$ cat src/rtl/judge_if.sv
// Score-compare request/response bundle: packed class scores in, winning index out.
interface judge_if #(
    parameter int unsigned CLASS_NUM = 3,
    parameter int unsigned D_WL      = 16
) ();
    logic                      in_valid;
    logic [CLASS_NUM*D_WL-1:0] data;
    logic [1:0]                result;
    logic                      o_valid;

    modport master (
        output in_valid,
        output data,
        input  result,
        input  o_valid
    );

    modport slave (
        input  in_valid,
        input  data,
        output result,
        output o_valid
    );
endinterface

$ cat src/rtl/judge.sv
// Sequential arg-max over CLASS_NUM signed scores, one class per cycle;
// ties resolve to the lowest index.
module judge #(
    parameter int unsigned CLASS_NUM = 3,
    parameter int unsigned D_WL      = 16
) (
    input logic   clk,
    input logic   rst_n,
    judge_if.slave bus
);
    localparam int unsigned DW    = CLASS_NUM * D_WL;
    localparam int unsigned CNT_W = 3;

    typedef enum logic [1:0] {IDLE, SCAN, DONE} state_e;

    state_e                    state_q, state_d;
    logic        [DW-1:0]      data_q, data_d;
    logic        [CNT_W-1:0]   cnt_q, cnt_d;
    logic signed [D_WL-1:0]    best_q, best_d;
    logic        [1:0]         best_idx_q, best_idx_d;
    logic        [1:0]         result_q, result_d;
    logic                      o_valid_q, o_valid_d;
    logic signed [D_WL-1:0]    cur_score_c;

    // Score of the class currently addressed by the scan counter.
    always_comb begin
        cur_score_c = '0;
        for (int i = 0; i < CLASS_NUM; i++) begin
            if (cnt_q == CNT_W'(i)) begin
                cur_score_c = data_q[i*D_WL +: D_WL];
            end
        end
    end

    // Next-state and datapath update; in_valid only matters in IDLE.
    always_comb begin
        state_d    = state_q;
        data_d     = data_q;
        cnt_d      = cnt_q;
        best_d     = best_q;
        best_idx_d = best_idx_q;
        result_d   = result_q;
        o_valid_d  = 1'b0;

        unique case (state_q)
            IDLE: begin
                if (bus.in_valid) begin
                    data_d     = bus.data;
                    best_d     = bus.data[D_WL-1:0];
                    best_idx_d = 2'd0;
                    cnt_d      = CNT_W'(1);
                    state_d    = (CLASS_NUM == 1) ? DONE : SCAN;
                end
            end
            SCAN: begin
                // Strictly greater keeps the earlier index on ties.
                if (cur_score_c > best_q) begin
                    best_d     = cur_score_c;
                    best_idx_d = 2'(cnt_q);
                end
                cnt_d = cnt_q + CNT_W'(1);
                if (cnt_q == CNT_W'(CLASS_NUM - 1)) begin
                    state_d = DONE;
                end
            end
            DONE: begin
                result_d  = best_idx_q;
                o_valid_d = 1'b1;
                state_d   = IDLE;
            end
            default: begin
                state_d = IDLE;
            end
        endcase
    end

    // State and datapath registers.
    always_ff @(posedge clk or negedge rst_n) begin
        if (!rst_n) begin
            state_q    <= IDLE;
            data_q     <= '0;
            cnt_q      <= '0;
            best_q     <= '0;
            best_idx_q <= '0;
            result_q   <= '0;
            o_valid_q  <= 1'b0;
        end else begin
            state_q    <= state_d;
            data_q     <= data_d;
            cnt_q      <= cnt_d;
            best_q     <= best_d;
            best_idx_q <= best_idx_d;
            result_q   <= result_d;
            o_valid_q  <= o_valid_d;
        end
    end

    assign bus.result  = result_q;
    assign bus.o_valid = o_valid_q;

endmodule

$ cat src/flat_wrapper.sv
// flat-port wrapper written by rule: the top's interface ports become plain ports
module judge_flat 
#(
    parameter int unsigned CLASS_NUM = 3,
    parameter int unsigned D_WL      = 16
)
  (clk, rst_n, bus_in_valid, bus_data, bus_result, bus_o_valid);
  judge_if #(.CLASS_NUM(CLASS_NUM), .D_WL(D_WL)) bus_i ();
  input logic clk;
  input logic rst_n;
  input wire logic [$bits(bus_i.in_valid)-1:0] bus_in_valid;
  input wire logic [$bits(bus_i.data)-1:0] bus_data;
  output wire logic [$bits(bus_i.result)-1:0] bus_result;
  output wire logic [$bits(bus_i.o_valid)-1:0] bus_o_valid;
  assign bus_i.in_valid = bus_in_valid;
  assign bus_i.data = bus_data;
  assign bus_result = bus_i.result;
  assign bus_o_valid = bus_i.o_valid;
  judge #(.CLASS_NUM(CLASS_NUM), .D_WL(D_WL)) u_core (.clk(clk), .rst_n(rst_n), .bus(bus_i));
endmodule
$ cat config.mk
export PLATFORM = sky130hd
export DESIGN_NAME = judge_flat
export DESIGN_NICKNAME = d
export VERILOG_FILES = /design/src/rtl/judge_if.sv /design/src/rtl/judge.sv /design/src/flat_wrapper.sv
export SDC_FILE = /design/constraint.sdc
export NUM_CORES = 1
export LEC_CHECK = 0
export CAP_MARGIN = 15
export CELL_PAD_IN_SITES_DETAIL_PLACEMENT = 1
export CELL_PAD_IN_SITES_GLOBAL_PLACEMENT = 1
export CORE_UTILIZATION = 33
export DETAILED_ROUTE_END_ITERATION = 10
export PLACE_DENSITY = 0.64
export SLEW_MARGIN = 0
export SYNTH_ARGS = -nofsm -noshare
export SYNTH_HDL_FRONTEND = slang
export SYNTH_SLANG_ARGS = --single-unit
$ cat constraint.sdc
create_clock -name clk -period 10.7 [get_ports clk]
set_clock_uncertainty 0.2 [all_clocks]
set_input_delay 1.605 -clock clk [delete_from_list [all_inputs] [get_ports clk]]
set_output_delay 1.605 -clock clk [all_outputs]
set_load 0.01 [all_outputs]
Word level (Yosys, flattened, before mapping)
Cells that the tools add are included.

word-level totals
  word-level logic and storage cells = 38
  register bits = 74
  input bits = 51
  output and inout port bits = 3

cells by class
  mux-type cells = 15
  order comparisons = 1
  reduce and logical (&&, ||, !) cells = 7
  equality and inequality tests = 7
  add/sub/neg operators = 1

operators by type and width
  cell                                                             count
  16-bit two-way mux                                               5
  16-bit one-hot mux with 2 select lines                           1
  16-bit greater-than comparator                                   1
  2-bit two-way mux                                                4
  2-bit one-hot mux with 2 select lines                            2
  3-bit one-hot mux with 2 select lines                            1
  2-bit AND reduction                                              3
  2-bit by 1-bit != test with 1-bit output, second input constant  2
  3-bit by 1-bit adder with 3-bit output, second input constant    1
  3-bit by 1-bit == test with 1-bit output, second input constant  1
  3-bit by 2-bit == test with 1-bit output, second input constant  1
  3-bit zero test                                                  1
  3-bit two-way mux                                                1
  3-bit AND reduction                                              1
  2-bit by 1-bit == test with 1-bit output, second input constant  1
  2-bit == test, second input constant                             1
  2-bit zero test                                                  1
  2-bit != test, second input constant                             1
  2-bit nonzero test                                               1
  1-bit two-way mux                                                1

Logic depth before layout (Yosys ltp)
  depth in word-level cells = 7
  mapped depth = 16
  depth with buffers taken out = 13

Worst setup path before layout
Ideal clock, no wire load.

  kind = flip-flop to flip-flop
  start point = register u_core.cnt_q[1]
  end point = register u_core.best_idx_q[0]
  arrival time = 3.136 ns
  cell stages (with the launch flop) = 15
  setup time = 0.125 ns
  clock period less this slack = 3.461 ns
  setup slack = 7.239 ns
  buffers on the path = 2
  data required time = 10.375 ns
  cell sequence = dfrtp_1 -> inv_1 -> ha_1 -> nor3b_2 -> clkbuf_1 -> a22oi_1 -> a21oi_1 -> ha_1 -> nand4_2 -> nor4_2 -> o21ai_1 -> a211oi_1 -> a311o_1 -> buf_6 -> mux2_4

on the way
  longest elaborated chain between the ends = 7
  elaborated cells on any way between the ends = 9
  those cells by class = order compare (1); eq/ne (3); mux (3); reduce/logical (2)

ends and longest elaborated chain
  item                                                    line         RTL
  start, declared                                         judge.sv:18  logic [CNT_W-1:0] cnt_q, cnt_d;
  start signal, assigned                                  judge.sv:90  cnt_q <= cnt_d;
  3-bit zero test                                         judge.sv:29  if (cnt_q == CNT_W'(i)) begin
  16-bit two-way mux (2 in series)                        judge.sv:29
  16-bit two-way mux (*)                                  judge.sv:29
  16-bit greater-than comparator (*)                      judge.sv:57  if (cur_score_c > best_q) begin
  2-bit by 1-bit != test with 1-bit output (no line) (*)  --
  3-bit AND reduction (no line) (*)                       --
  end signal, assigned                                    judge.sv:92  best_idx_q <= best_idx_d;
  end, declared                                           judge.sv:20  logic [1:0] best_idx_q, best_idx_d;

Mark *: on every way between the ends. The rest lies on a longest branch, timed or not.
A chain may end at the register's enable or synchronous reset.

Worst setup path in the final report
  start point = register u_core.cnt_q[1]
  end point = register u_core.best_q[0]

on the way
  longest elaborated chain between the ends = 7
  elaborated cells on any way between the ends = 11
  those cells by class = order compare (1); eq/ne (3); mux (5); reduce/logical (2)

ends and longest elaborated chain
  item                                                line         RTL
  3-bit zero test                                     judge.sv:29
  16-bit two-way mux (2 in series)                    judge.sv:29
  16-bit two-way mux (*)                              judge.sv:29
  16-bit greater-than comparator                      judge.sv:57
  2-bit by 1-bit != test with 1-bit output (no line)  --
  3-bit AND reduction (no line)                       --
  end signal, assigned                                judge.sv:91  best_q <= best_d;
  end, declared                                       judge.sv:19  logic signed [D_WL-1:0] best_q, best_d;

Mark *: on every way between the ends. The rest lies on a longest branch, timed or not. The select of a mux whose other input is x is not followed.

==> results.json <==
{
  "async_reset_ff_share_pct": 100.0,
  "hold_class": "reg2reg",
  "cp.arrival_ns": 4.52,
  "drtIter0Drc": 51,
  "regToRegStartpoint": "u_core.cnt_q[1]$_DFFE_PN0P_",
  "whs_endpoint": "u_core.data_q[7]$_DFFE_PN0P_",
  "grt_max_degree": 75,
  "num_rows": 38,
  "syn_to_final_growth_pct": 25.97,
  "synth-seq-area-share_pct": 49.40,
  "ys_ff_latch": 74,
  "cts_buffer_depth": 2,
  "relSlewSlack_pct": 30.08,
  "cp-end-kind": "flip-flop",
  "start_kind": "flip-flop",
  "avgViaCountPerCell": 4.908,
  "fp.dieW_um": 108.6,
  "synth_fp_nets": 381,
  "reg2reg_depth": 14,
  "synth_cell_types": 36,
  "tns_ns": 0,
  "clkTransAtPathRegs_ns": 0.06,
  "pin_count": 54,
  "vias": 2503,
  "holdBufCountCts": 0,
  "period_share_pct": 42.11,
  "grt_antenna_before_repair": 0,
  "port_buffers": 53,
  "maxSlewViolCount": 0,
  "cp_data_required_time_ns": 10.71,
  "htreeDepth": 3,
  "max_cap_viol_count": 0,
  "max_freq_mhz": 221.9,
  "syn_avg_cell_area_um2": 12.09,
  "regToRegSetupSlack_ns": 6.19,
  "place.gp.congestion": 0.6983,
  "cts_setup_buffers": 0,
  "synthTopCellsByArea": "dfrtp_1 49%, mux2_1 8.4%, mux2i_1 8.3%, ha_1 6.7%, mux2_2 6.6%",
  "hold_violations": 0,
  "fp.coreArea_um2": 10940,
  "yosys_warnings": 0,
  "status": "finished, final reports clean",
  "fin_nets": 436,
  "dpl_cell_area_um2": 4403,
  "finalCriticalPeriod_ns": 4.506,
  "synthTopCellsByCount": "74 x dfrtp_1, 31 x mux2i_1, 28 x mux2_1",
  "grt_pass1_wl_um": 13280,
  "track_usage_pct": 14.95,
  "worstPathMaxFanout": 10,
  "cts_tree": "built",
  "synth.most_common_cell": "dfrtp_1",
  "synth_area_um2": 3749,
  "synth-edff-count": 0,
  "setup_slack_ns": 6.194,
  "r2r_end": "u_core.best_q[0]$_DFFE_PN0P_",
  "criticalPathCategory": "reg2reg",
  "leakagePower_uw": 0.002150,
  "setup_viol": 0,
  "dp_hpwl_um": 5341,
  "drc_errors": 0,
  "gr-total-overflow": 0,
  "synth_top_cell_by_area": "dfrtp_1",
  "first_pass_iters": 4,
  "final_layout_size_suffix_gt1_share_pct": 14.86,
  "cts_buffers": 9,
  "initial_core_util_pct": 34.28,
  "tightest_slew_ns": 1.049,
  "synthCells": 310,
  "diodes": 0,
  "wl_per_cell_um": 15.25,
  "grt_pass1_vias": 2661,
  "synth-main-ff-cell": "dfrtp_1",
  "clkLatencyLatePin_ns": 0.33,
  "cts.sinks": 74,
  "cts-root-buf": "clkbuf_16",
  "final_cell_area_um2": 4722,
  "place_ws_ns": 6.124,
  "die_area_um2": 11790,
  "antenna_left": 0,
  "drt_wl_total_um": 7776,
  "hold_path_depth": 1,
  "ir_drop_mv": 0.1075,
  "holdCritStartpoint": "u_core.data_q[7]$_DFFE_PN0P_",
  "p_per_area_nw_per_um2": 334.9,
  "rsz0062_at_grt": "false",
  "ctsResizeCount": 0,
  "fp.dieH_um": 108.6,
  "synth_top_area_share_pct": 49.40
}
-- cell usage in the layout, fill, tap and decap left out, drive strengths merged, types with 2 or more instances in the layout --
master / count
a21oi: 24
a22o: 2
mux2: 52
nor2: 20
buf: 7
clkinvlp: 2
ha: 20
nor3: 2
nand4: 2
a211oi: 2
clkdlybuf4s50: 52
bufinv: 2
inv: 21
o21ai: 4
mux2i: 31
o21bai: 2
nand2b: 4
clkinv: 4
a21o: 2
a22oi: 16
nor3b: 2
nand2: 9
dfrtp: 74
clkbuf: 9
-- cell families after synthesis --
kind of cell,share of synthesized area [%]
AND/OR/NAND/NOR,5.707
buffers and inverters,4.806
adder cells (fa/ha/maj),6.676
multiplexers,24.10
AO/OA/AOI/OAI,9.313
flip-flops,49.40
-- worst max-delay path: stages, from the launching register on --
cell	delay (ns)
dfrtp_1	0.42
inv_1	0.08
ha_1	0.20
nor3b_2	0.58
buf_4	0.31
a22oi_1	0.11
a21oi_1	0.23
ha_1	0.22
nand4_2	0.16
nor4_2	0.30
o21ai_1	0.13
a211oi_1	0.24
a311o_1	0.53
buf_4	0.33
mux2_4	0.32
-- worst max-delay path by stage --
stage                           startpoint                          endpoint  slack (ns)
6_report       u_core.cnt_q[1]$_DFFE_PN0P_      u_core.best_q[0]$_DFFE_PN0P_        6.19
5_1_grt        u_core.cnt_q[1]$_DFFE_PN0P_      u_core.best_q[0]$_DFFE_PN0P_        5.76
4_1_cts        u_core.cnt_q[1]$_DFFE_PN0P_      u_core.best_q[0]$_DFFE_PN0P_        6.13
3_5_place_dp                  bus_in_valid      u_core.best_q[0]$_DFFE_PN0P_        6.12
3_3_place_gp                  bus_in_valid      u_core.best_q[0]$_DFFE_PN0P_        6.18
2_1_floorplan  u_core.cnt_q[1]$_DFFE_PN0P_  u_core.best_idx_q[0]$_DFFE_PN0P_        7.24
-- routing by layer --
metal	up-vias	track usage, %	part of all wire [%]
li1	1209	-	-
met4	0	5.792	1.2
met1	1249	20.25	49
met5	-	0	0
met3	8	3.134	3.0
met2	37	23.33	47
-- per-stage QoR --
stage,hold slack [ns],cells,util [%],total power [µW]
after floorplan,0.2585,310,-,1125
after global routing,0.3014,510,43.18,1723
after global placement,0.2661,494,40.26,1254
after detailed placement,0.2771,494,40.26,1279
after CTS,0.2915,510,43.18,1614
final,0.2878,510,43.18,1581
-- sequential cells by signal, indices dropped and copies added, names as in the netlist --
| name | cells |
|---|---|
| u_core.best_idx_q | 2 |
| u_core.best_q | 16 |
| u_core.bus.o_valid | 1 |
| u_core.bus.result | 2 |
| u_core.cnt_q | 3 |
| u_core.data_q | 48 |
| u_core.state_q | 2 |
-- where the power goes --
part / switching (µW) / internal, µW / total, µW
sequential: 72.4 / 424 / 496
combinational: 394 / 374 / 768
clock: 114 / 203 / 318
-- area by class of cell --
class                           instances  area (µm²)
Clock buffer                            9       225.2
Clock inverter                          7       93.84
Fill cell                            1190        6213
Inverter                               22       82.58
Multi-Input combinational cell        199        1723
Sequential cell                        74        1852
Tap cell                              140       175.2
Timing Repair Buffer                   59       570.5
No activity file was read; power rests on OpenSTA's default activity.
